### src/rtl/lsu_controller_pkg.sv
// lsu_controller_pkg
//   Shared encodings for the memory-stage controller: instruction type,
//   access size, FSM state and the AXI-lite OKAY response code.
//   Also holds the alignment and byte-strobe helpers, which are used by both
//   the accept decision and the store path.
package lsu_controller_pkg;

  typedef enum logic [1:0] {
    INST_ALU   = 2'b00,
    INST_LOAD  = 2'b01,
    INST_STORE = 2'b10,
    INST_RSVD  = 2'b11   // behaves as ALU
  } inst_type_e;

  typedef enum logic [1:0] {
    SIZE_BYTE = 2'b00,
    SIZE_HALF = 2'b01,
    SIZE_WORD = 2'b10,
    SIZE_RSVD = 2'b11    // behaves as word
  } mem_size_e;

  typedef enum logic [2:0] {
    S_IDLE    = 3'd0,
    S_RD_ADDR = 3'd1,
    S_RD_DATA = 3'd2,
    S_WR_REQ  = 3'd3,
    S_WR_RESP = 3'd4,
    S_HOLD    = 3'd5
  } state_e;

  localparam logic [1:0] RESP_OKAY = 2'b00;

  // Half needs addr[0]==0; word (and the reserved size) needs addr[1:0]==0.
  function automatic logic misaligned(input logic [1:0] size, input logic [1:0] off);
    case (size)
      SIZE_BYTE: misaligned = 1'b0;
      SIZE_HALF: misaligned = off[0];
      default:   misaligned = (off != 2'b00);
    endcase
  endfunction

  // Byte strobe for the access size before it is shifted to the lane offset.
  function automatic logic [3:0] size_strb(input logic [1:0] size);
    case (size)
      SIZE_BYTE: size_strb = 4'b0001;
      SIZE_HALF: size_strb = 4'b0011;
      default:   size_strb = 4'b1111;
    endcase
  endfunction

endpackage

### src/rtl/lsu_controller_load_align.sv
// lsu_load_align
//   Combinational load-data aligner. Moves the addressed byte/half/word of
//   the 32-bit bus word down to bit 0 and then sign- or zero-extends it.
//   Ports: rdata_i (bus word), offset_i (addr[1:0]), size_i (mem_size code),
//          unsigned_i (zero-extend), result_o (32-bit writeback value).
module lsu_load_align
  import lsu_controller_pkg::*;
(
  input  logic [31:0] rdata_i,
  input  logic [1:0]  offset_i,
  input  logic [1:0]  size_i,
  input  logic        unsigned_i,
  output logic [31:0] result_o
);

  logic [31:0] shifted;

  assign shifted = rdata_i >> {offset_i, 3'b000};

  always_comb begin
    result_o = shifted;
    case (size_i)
      SIZE_BYTE: result_o = unsigned_i ? {24'h0, shifted[7:0]}
                                       : {{24{shifted[7]}}, shifted[7:0]};
      SIZE_HALF: result_o = unsigned_i ? {16'h0, shifted[15:0]}
                                       : {{16{shifted[15]}}, shifted[15:0]};
      default:   result_o = shifted;
    endcase
  end

endmodule

### src/rtl/lsu_controller.sv
// lsu_controller
//   Memory stage of the pipelined core. Accepts one instruction from execute
//   (valid_pre_i/ready_pre_o), runs an AXI-lite read or write for loads and
//   stores, then offers the result to commit (valid_post_o/ready_post_i).
//   Ports:
//     clock, reset           : clock, synchronous active-high reset
//     *_pre / inst inputs    : instruction from execute
//     ar*/r*                 : AXI-lite read address / data channels
//     aw*/w*/b*              : AXI-lite write address / data / response channels
//     *_post, result_o, rd_o, wen_o, mem_err_o : result to commit
module lsu_controller
  import lsu_controller_pkg::*;
#(
  parameter int ADDR_W = 32,
  parameter int DATA_W = 32   // only 32 is supported
) (
  input  logic              clock,
  input  logic              reset,
  input  logic              valid_pre_i,
  output logic              ready_pre_o,
  input  logic [1:0]        inst_type_i,
  input  logic [1:0]        mem_size_i,
  input  logic              load_unsigned_i,
  input  logic [ADDR_W-1:0] addr_i,
  input  logic [DATA_W-1:0] alu_result_i,
  input  logic [DATA_W-1:0] wdata_i,
  input  logic [4:0]        rd_i,
  input  logic              wen_i,
  output logic [ADDR_W-1:0] araddr_o,
  output logic              arvalid_o,
  input  logic              arready_i,
  input  logic [DATA_W-1:0] rdata_i,
  input  logic [1:0]        rresp_i,
  input  logic              rvalid_i,
  output logic              rready_o,
  output logic [ADDR_W-1:0] awaddr_o,
  output logic              awvalid_o,
  input  logic              awready_i,
  output logic [DATA_W-1:0] wdata_o,
  output logic [3:0]        wstrb_o,
  output logic              wvalid_o,
  input  logic              wready_i,
  input  logic [1:0]        bresp_i,
  input  logic              bvalid_i,
  output logic              bready_o,
  output logic              valid_post_o,
  input  logic              ready_post_i,
  output logic [DATA_W-1:0] result_o,
  output logic [4:0]        rd_o,
  output logic              wen_o,
  output logic              mem_err_o
);

  state_e            state_q, state_d;
  logic [1:0]        size_q, size_d;
  logic              uns_q, uns_d;
  logic [ADDR_W-1:0] addr_q, addr_d;
  logic [DATA_W-1:0] wdata_q, wdata_d;
  logic [4:0]        rd_q, rd_d;
  logic              wen_in_q, wen_in_d;   // wen from execute, used if the load succeeds
  logic [DATA_W-1:0] result_q, result_d;
  logic              wb_wen_q, wb_wen_d;   // wen presented to commit
  logic              err_q, err_d;
  logic              aw_done_q, aw_done_d;
  logic              w_done_q, w_done_d;

  logic [DATA_W-1:0] load_data;
  logic              is_mem;

  lsu_load_align u_load_align (
    .rdata_i    (rdata_i),
    .offset_i   (addr_q[1:0]),
    .size_i     (size_q),
    .unsigned_i (uns_q),
    .result_o   (load_data)
  );

  // Bus addresses are word aligned; the byte lanes are selected by wstrb
  // on writes and by the aligner on reads.
  assign araddr_o = {addr_q[ADDR_W-1:2], 2'b00};
  assign awaddr_o = {addr_q[ADDR_W-1:2], 2'b00};
  assign wdata_o  = wdata_q << {addr_q[1:0], 3'b000};
  assign wstrb_o  = size_strb(size_q) << addr_q[1:0];

  assign result_o  = result_q;
  assign rd_o      = rd_q;
  assign wen_o     = wb_wen_q;
  assign mem_err_o = err_q;

  assign is_mem = (inst_type_i == INST_LOAD) || (inst_type_i == INST_STORE);

  always_comb begin
    state_d      = state_q;
    size_d       = size_q;
    uns_d        = uns_q;
    addr_d       = addr_q;
    wdata_d      = wdata_q;
    rd_d         = rd_q;
    wen_in_d     = wen_in_q;
    result_d     = result_q;
    wb_wen_d     = wb_wen_q;
    err_d        = err_q;
    aw_done_d    = aw_done_q;
    w_done_d     = w_done_q;
    ready_pre_o  = 1'b0;
    arvalid_o    = 1'b0;
    rready_o     = 1'b0;
    awvalid_o    = 1'b0;
    wvalid_o     = 1'b0;
    bready_o     = 1'b0;
    valid_post_o = 1'b0;

    case (state_q)
      S_IDLE: begin
        ready_pre_o = 1'b1;
        if (valid_pre_i) begin
          size_d    = mem_size_i;
          uns_d     = load_unsigned_i;
          addr_d    = addr_i;
          wdata_d   = wdata_i;
          rd_d      = rd_i;
          wen_in_d  = wen_i;
          aw_done_d = 1'b0;
          w_done_d  = 1'b0;
          result_d  = '0;
          wb_wen_d  = 1'b0;
          err_d     = 1'b0;
          if (is_mem && misaligned(mem_size_i, addr_i[1:0])) begin
            err_d   = 1'b1;
            state_d = S_HOLD;
          end else if (inst_type_i == INST_LOAD) begin
            state_d = S_RD_ADDR;
          end else if (inst_type_i == INST_STORE) begin
            state_d = S_WR_REQ;
          end else begin
            result_d = alu_result_i;
            wb_wen_d = wen_i;
            state_d  = S_HOLD;
          end
        end
      end

      S_RD_ADDR: begin
        arvalid_o = 1'b1;
        if (arready_i) state_d = S_RD_DATA;
      end

      S_RD_DATA: begin
        rready_o = 1'b1;
        if (rvalid_i) begin
          if (rresp_i == RESP_OKAY) begin
            result_d = load_data;
            wb_wen_d = wen_in_q;
          end else begin
            result_d = '0;
            wb_wen_d = 1'b0;
            err_d    = 1'b1;
          end
          state_d = S_HOLD;
        end
      end

      // AW and W complete independently; leave once both have handshaken.
      S_WR_REQ: begin
        awvalid_o = !aw_done_q;
        wvalid_o  = !w_done_q;
        aw_done_d = aw_done_q || awready_i;
        w_done_d  = w_done_q || wready_i;
        if (aw_done_d && w_done_d) state_d = S_WR_RESP;
      end

      S_WR_RESP: begin
        bready_o = 1'b1;
        if (bvalid_i) begin
          err_d   = (bresp_i != RESP_OKAY);
          state_d = S_HOLD;
        end
      end

      S_HOLD: begin
        valid_post_o = 1'b1;
        if (ready_post_i) state_d = S_IDLE;
      end

      default: state_d = S_IDLE;
    endcase
  end

  always_ff @(posedge clock) begin
    if (reset) begin
      state_q   <= S_IDLE;
      size_q    <= '0;
      uns_q     <= 1'b0;
      addr_q    <= '0;
      wdata_q   <= '0;
      rd_q      <= '0;
      wen_in_q  <= 1'b0;
      result_q  <= '0;
      wb_wen_q  <= 1'b0;
      err_q     <= 1'b0;
      aw_done_q <= 1'b0;
      w_done_q  <= 1'b0;
    end else begin
      state_q   <= state_d;
      size_q    <= size_d;
      uns_q     <= uns_d;
      addr_q    <= addr_d;
      wdata_q   <= wdata_d;
      rd_q      <= rd_d;
      wen_in_q  <= wen_in_d;
      result_q  <= result_d;
      wb_wen_q  <= wb_wen_d;
      err_q     <= err_d;
      aw_done_q <= aw_done_d;
      w_done_q  <= w_done_d;
    end
  end

endmodule

### config.mk
export PLATFORM = sky130hd
export DESIGN_NAME = lsu_controller
export DESIGN_NICKNAME = d
export VERILOG_FILES = /design/src/rtl/lsu_controller_pkg.sv /design/src/rtl/lsu_controller_load_align.sv /design/src/rtl/lsu_controller.sv
export SDC_FILE = /design/constraint.sdc
export NUM_CORES = 1
export LEC_CHECK = 0
export CORE_ASPECT_RATIO = 0.5
export CORE_MARGIN = 2
export CORE_UTILIZATION = 37
export CTS_BUF_LIST = sky130_fd_sc_hd__clkbuf_16
export CTS_CLUSTER_DIAMETER = 40
export DETAILED_ROUTE_END_ITERATION = 10
export PLACE_DENSITY = 0.86
export SLEW_MARGIN = 0
export SYNTH_ARGS = -nofsm -noshare
export SYNTH_HDL_FRONTEND = slang
export SYNTH_SLANG_ARGS = --single-unit
### constraint.sdc
create_clock -name clock -period 1.8 [get_ports clock]
set_input_delay 0.36 -clock clock [delete_from_list [all_inputs] [get_ports clock]]
set_output_delay 0.36 -clock clock [all_outputs]
set_load 0.01 [all_outputs]
### Word level (Yosys, flattened, before mapping)

Index checks and enable logic that the tools add are counted.

| storage, ports and cells | value |
|---|---|
| register bits after elaboration | 112 |
| output and inout port bits | 146 |
| bits of input ports | 152 |

| operators by class | value |
|---|---|
| shift-type cells | 3 |
| mux-type cells | 47 |
| equal/unequal tests | 16 |
| reduce and logical (&&, ||, !) cells | 21 |

Operator list:

| cell | number |
|---|---|
| $mux 32 | 8 |
| $pmux 32 s2 | 2 |
| $shl 32x5->32 | 1 |
| $shr 32x5->32 | 1 |
| $mux 3 | 9 |
| $mux 1 | 21 |
| $pmux 3 s6 | 1 |
| $ne 2x2->1 const B | 7 |
| $pmux 1 s2 | 4 |
| $pmux 4 s2 | 1 |
| $reduce_bool 2->1 | 4 |
| $eq 2x1->1 const B | 3 |
| $eq 3x2->1 const B | 2 |
| $eq 3x3->1 const B | 2 |
| $logic_not 2->1 | 3 |
| $reduce_and 6->1 | 1 |
| $reduce_and 5->1 | 1 |
| $reduce_and 2->1 | 2 |
| $shl 4x2->4 | 1 |
| $eq 3x1->1 const B | 1 |
| $logic_not 3->1 | 1 |
| $logic_or 1x1->1 | 3 |
| $pmux 1 s3 | 1 |
| $reduce_and 3->1 | 1 |
| other kinds (4) | 6 |

### Depth between registers and ports, before layout

Gate-level depths: netlist of run 1.

| depth | value |
|---|---|
| depth in word-level cells | 8 |
| gate-level depth with buffers | 7 |

### Cells and area by module

From an unflattened synthesis of run 1, not the netlist that was laid out.

| unflattened totals | value |
|---|---|
| cell total of the unflattened synthesis | 796 |
| area, all modules | 6472.5 µm² |

By module, submodules not included:

| module | cells an instance | area each (µm²) | sequential area each (µm²) | times used |
|---|---|---|---|---|
| lsu_controller | 693 | 5704.2 | 2242.2 | 1 |
| lsu_load_align | 103 | 768.2 | 0.0 | 1 |

### Least setup slack after synthesis of run 1

No wires, ideal clock.

| timing | value |
|---|---|
| path kind | reg2out |
| start | register addr_q[1] |
| end | output port wdata_o[16] |
| path slack | -41 ps |
| required time | 1440 ps |
| path buffers | 3 |
| cell stages (with the launch flop) | 6 |
| data arrival time | 1481 ps |
| cell sequence | dfxtp_1 > buf_2 > buf_2 > buf_2 > mux2i_1 > o21ai_0 |

| between the ends | value |
|---|---|
| longest elaborated chain between the ends | 1 |

Ends and longest elaborated chain:

| what | line | text |
|---|---|---|
| start, declared | lsu_controller.sv:57 | `logic [ADDR_W-1:0] addr_q, addr_d;` |
| start signal, assigned | lsu_controller.sv:207 | `addr_q <= addr_d;` |
| $shl 32x5->32 | lsu_controller.sv:82 | `assign wdata_o = wdata_q << {addr_q[1:0], 3'b000};` |
| end, declared | lsu_controller.sv:39 | `output logic [DATA_W-1:0] wdata_o,` |

Every way passes these cells.

### Final worst setup path of run 1

| timing | value |
|---|---|
| start | register addr_q[1] |
| end | output port wdata_o[31] |

The elaborated chain is that of the path after synthesis.

==> impl_results.rst, run 1 <==
.. list-table::
   :header-rows: 1

   * - Metric
     - Value
   * - Initial DRC Count
     - 521
   * - Fill cells
     - 1,229
   * - Final Max Slew Viols
     - 0
   * - P_leak
     - 3.87 nW
   * - Startpoint type of the worst setup path
     - flip-flop
   * - Layout cells sized above 1
     - 24.6%
   * - Violated checks
     - negative setup slack
   * - Worst Setup End Kind
     - output port
   * - Total area of multi-input combinational cells
     - 3570 µm²
   * - Number of vias after detailed routing
     - 6,637
   * - Total power of the final layout
     - 13.3 mW
   * - RSZ-0062 raised after global routing
     - yes
   * - Clock transition time at the flip-flop clock pins of the worst setup and hold paths
     - 0.08 ns
   * - Main flop type after synthesis
     - sky130_fd_sc_hd__dfxtp_1
   * - Wire length per cell
     - 18.9 µm
   * - Number of buffers added on ports
     - 293
   * - Detailed Routing Iterations Pass 1
     - 5
   * - Die outline width
     - 185 µm
   * - Critical Path RT
     - 1.44 ns
   * - Fraction of registers with async set/reset
     - 0%
   * - Gr ovfl total
     - 0
   * - Worst Path Buf+Inv
     - 3
   * - Cell-by-cell listing of the critical path
     - buf_12 > buf_4 > mux2i_1 > a21oi_1 > buf_2
   * - Maximum clock frequency
     - 527 MHz
   * - Cell with the largest stage delay on the worst path
     - sky130_fd_sc_hd__dfxtp_4
   * - Number of antenna violations at the first check in global routing
     - 1
   * - Total I/O pin count
     - 298
   * - Top fanout value on the critical path
     - 11
   * - Smallest setup slack after layout
     - -0.0969 ns
   * - Count of warnings emitted by yosys
     - 0
   * - Maximum clock insertion buffer count
     - 2
   * - Flip-flop and latch area
     - 2250 µm²
   * - Final worst-path cycle share
     - 105%
   * - Layout Cells excl Fill
     - 1,258
   * - Vias per cell
     - 5.28
   * - CTS sink cnt
     - 112
   * - Hold Crit Start
     - rd_o[3]$_SDFFE_PP0P_
   * - Count of unique library cells instantiated by Yosys
     - 51
   * - Shortest clock period the worst path allows after layout
     - 1.90 ns
   * - Critical path start-end classification
     - flip-flop to output port
   * - Dominant cell type by area after synthesis
     - sky130_fd_sc_hd__dfxtp_1
   * - Area of the die
     - 17,400 µm²
   * - Result of the run
     - complete, but fails checks
   * - Post-synthesis cell count
     - 760
   * - Site Rows
     - 32
   * - Routability-driven placement congestion ratio
     - 0.840
   * - Max Cap Viol
     - 0
   * - Top cell type's share of synthesized area
     - 37.2%
   * - Netlist area before placement
     - 6030 µm²
   * - Non-Filler Cell Area, Final
     - 10,300 µm²
   * - Number of buffers created by CTS
     - 9
   * - Cell Area, Placed
     - 9040 µm²
   * - Post-cts hold buffer count
     - 0
   * - Delay contributed by the slowest stage of the critical path
     - 0.43 ns
   * - HPWL reported at the end of detailed placement
     - 16.1 mm
   * - Number of hold violations in the final report
     - 0
   * - Area contributors post-synth
     - sky130_fd_sc_hd__dfxtp_1 (37%), sky130_fd_sc_hd__nand2_1 (9.9%), sky130_fd_sc_hd__buf_4 (8.1%)
   * - Max Clock Skew
     - 0.0100 ns
   * - Total routing usage reported by global routing
     - 24.7%
   * - Mapped Avg Cell Area
     - 7.93 µm²
   * - Clock latency at the later pin of the worst-skew pair
     - 0.35 ns
   * - Power density cells
     - 1290 nW/µm²
   * - Largest net degree at the start of global routing
     - 50
   * - Total number of H-tree levels
     - 3
   * - Crit. Startpoint
     - addr_q[1]$_SDFFE_PP0P_
   * - Worst-margin pin slew
     - 0.655 ns
   * - First-pass GRT wire length
     - 33.9 mm
   * - Flop and latch count out of synthesis
     - 112
   * - Instance count after placement with tap cells included
     - 1,206
   * - Vias in the first global route
     - 6,573
   * - Core footprint
     - 15,700 µm²
   * - TritonCTS clock tree
     - built
   * - Data arrival time of the critical path
     - 1.54 ns
   * - Total number of nets in the final design
     - 1,186
   * - Number of synthesized flops with an enable pin
     - 0
   * - Share of the yosys chip area belonging to registers
     - 37.2%
   * - Remaining design rule violation count
     - 0
   * - Worst max-slew margin expressed relative to the limit
     - 56.3%
   * - Die span in y
     - 94.3 µm
   * - Initial core utilization
     - 38.5%
   * - Total Routed Length
     - 23.8 mm
   * - Reg2Reg Launch Point
     - addr_q[1]$_SDFFE_PP0P_
   * - Hold_ws
     - 0.455 ns
   * - Kind of cell with the highest combined delay on the critical path
     - buffers and inverters
   * - Number of routed nets with antenna violations
     - 0
   * - Final sum of negative setup slack
     - -1.73 ns
   * - Maximum vdd ir drop
     - 0.688 mV
   * - Clock Tree Root
     - sky130_fd_sc_hd__clkbuf_16
   * - Type of the tightest min-delay check
     - flip-flop to flip-flop
   * - Synthesis-to-layout area growth
     - 70.5%
   * - Final Setup Violations
     - 40
## repair_timing
action,in CTS,in global routing
pin swaps,10,18
gates resized for setup,183,125
setup endpoints to repair,76,74
cloned,2,3
setup buffers,19,12
## worst min-delay path: stages (launching register included)
cell and delay, ns:
sky130_fd_sc_hd__dfxtp_1 0.31, sky130_fd_sc_hd__nand2_1 0.05, sky130_fd_sc_hd__a21oi_1 0.05
## path summary, 6_finish.rpt
check        depth (start not counted)                  endpoint  slack, ns
min reg2reg                          2      rd_o[3]$_SDFFE_PP0P_       0.46
min                                  2      rd_o[3]$_SDFFE_PP0P_       0.46
max                                  5               wdata_o[31]       -0.1
max reg2reg                          6  result_o[8]$_SDFFE_PP0P_      -0.09
## cell usage in the layout, fill, tap and decap left out, types with 4 or more instances in the layout
| master | netlist | routed |
|---|---|---|
| sky130_fd_sc_hd__a211oi_1 | 31 | 10 |
| sky130_fd_sc_hd__a211oi_2 | 3 | 21 |
| sky130_fd_sc_hd__a21oi_1 | 94 | 92 |
| sky130_fd_sc_hd__a221oi_2 | 0 | 7 |
| sky130_fd_sc_hd__a22oi_1 | 19 | 14 |
| sky130_fd_sc_hd__a22oi_2 | 0 | 5 |
| sky130_fd_sc_hd__and2_1 | 11 | 6 |
| sky130_fd_sc_hd__and2_4 | 0 | 4 |
| sky130_fd_sc_hd__buf_12 | 0 | 20 |
| sky130_fd_sc_hd__buf_2 | 22 | 25 |
| sky130_fd_sc_hd__buf_4 | 65 | 47 |
| sky130_fd_sc_hd__buf_6 | 3 | 22 |
| sky130_fd_sc_hd__clkbuf_16 | 0 | 12 |
| sky130_fd_sc_hd__clkbuf_2 | 0 | 7 |
| sky130_fd_sc_hd__clkdlybuf4s50_1 | 0 | 246 |
| sky130_fd_sc_hd__conb_1 | 1 | 4 |
| sky130_fd_sc_hd__dfxtp_1 | 112 | 108 |
| sky130_fd_sc_hd__dlygate4sd2_1 | 0 | 6 |
| sky130_fd_sc_hd__inv_1 | 5 | 4 |
| sky130_fd_sc_hd__mux2_2 | 8 | 8 |
| sky130_fd_sc_hd__mux2i_1 | 41 | 24 |
| sky130_fd_sc_hd__mux2i_2 | 0 | 6 |
| sky130_fd_sc_hd__mux2i_4 | 0 | 11 |
| sky130_fd_sc_hd__nand2_1 | 159 | 153 |
| sky130_fd_sc_hd__nor2_1 | 54 | 50 |
| sky130_fd_sc_hd__nor2b_2 | 0 | 4 |
| sky130_fd_sc_hd__nor2b_4 | 0 | 4 |
| sky130_fd_sc_hd__nor3_1 | 11 | 10 |
| sky130_fd_sc_hd__o211ai_1 | 8 | 8 |
| sky130_fd_sc_hd__o21ai_2 | 0 | 5 |
| sky130_fd_sc_hd__o2bb2ai_1 | 7 | 7 |
## flip-flops by register name (all words and copies together) (netlist names)
register,cells
addr_q,32
aw_done_q,1
mem_err_o,1
rd_o,5
result_o,32
size_q,2
state_q,3
uns_q,1
w_done_q,1
wdata_q,32
wen_in_q,1
wen_o,1
## through the flow
step	worst slack [ns]	util, %
2_1_floorplan	-0.00286	-
3_3_place_gp	-0.494	57.7
3_5_place_dp	-0.538	57.7
4_1_cts	-0.174	62.3
5_1_grt	-0.172	65.7
6_report	-0.0969	65.7
## final cells by class
type | instances | share of cell area [%]
timing repair buffer | 382 | 37.5
tap | 221 | 2.69
inverter | 5 | 0.183
clock buffer | 9 | 2.19
clock inverter | 7 | 0.767
multi-input combinational | 521 | 34.7
antenna | 1 | 0.0243
sequential | 112 | 21.9
## synthesized netlist by cell type (2+ instances only)
master	instances
sky130_fd_sc_hd__nand3b_1	2
sky130_fd_sc_hd__nor4_1	2
sky130_fd_sc_hd__or2_2	2
sky130_fd_sc_hd__a21oi_1	94
sky130_fd_sc_hd__and2_1	11
sky130_fd_sc_hd__ha_1	3
sky130_fd_sc_hd__nor3b_1	2
sky130_fd_sc_hd__buf_6	3
sky130_fd_sc_hd__buf_2	22
sky130_fd_sc_hd__a311oi_1	2
sky130_fd_sc_hd__dfxtp_1	112
sky130_fd_sc_hd__o211ai_1	8
sky130_fd_sc_hd__buf_1	3
sky130_fd_sc_hd__nand3_1	2
sky130_fd_sc_hd__mux2_2	8
sky130_fd_sc_hd__mux2i_1	41
sky130_fd_sc_hd__a22oi_1	19
sky130_fd_sc_hd__a21o_1	2
sky130_fd_sc_hd__o311a_1	2
sky130_fd_sc_hd__buf_4	65
sky130_fd_sc_hd__nor3_1	11
sky130_fd_sc_hd__nand2b_1	3
sky130_fd_sc_hd__inv_1	5
sky130_fd_sc_hd__nor2b_1	11
sky130_fd_sc_hd__o21ai_0	11
sky130_fd_sc_hd__nand2_1	159
sky130_fd_sc_hd__nor2_1	54
sky130_fd_sc_hd__clkbuf_1	32
sky130_fd_sc_hd__a221oi_1	9
sky130_fd_sc_hd__a211oi_1	31
sky130_fd_sc_hd__o2bb2ai_1	7
sky130_fd_sc_hd__a211oi_2	3
## logic make-up after synthesis
family	count (synthesis)	synth area share (%)
XOR/XNOR	1	0.145
AO/OA/AOI/OAI	196	21.1
multiplexers	50	8.67
buffers and inverters	130	13.0
adder cells (fa/ha/maj)	3	0.623
flip-flops	112	37.2
AND/OR/NAND/NOR	267	19.2
other	1	0.0622
## report_power, final
| part | leakage [nW] | switching (mW) | internal [mW] |
|---|---|---|---|
| Sequential | 0.920 | 0.522 | 3.12 |
| Combinational | 2.81 | 3.72 | 3.83 |
| Clock | 0.144 | 1.00 | 1.10 |
## layer usage
metal / wire, µm / global-route usage, % / up-vias
met5: 0 / 0 / -
met4: 777 / 9.13 / 0
met3: 1470 / 4.53 / 62
met2: 12200 / 44.2 / 296
met1: 9380 / 29.7 / 3181
li1: - / - / 3098
(Power assumes the default switching activity.)
==> run 2, diff against run 1 <==
CTS_CLUSTER_SIZE = 8   (was not set)
==> results of run 2 <==
The final DEF is identical to that of run 1; final timing and power are the same.
==> run 3, diff against run 2 <==
HOLD_SLACK_MARGIN = 0.1   (was not set)
==> results of run 3 <==
The final DEF is identical to that of run 1; final timing and power are the same.
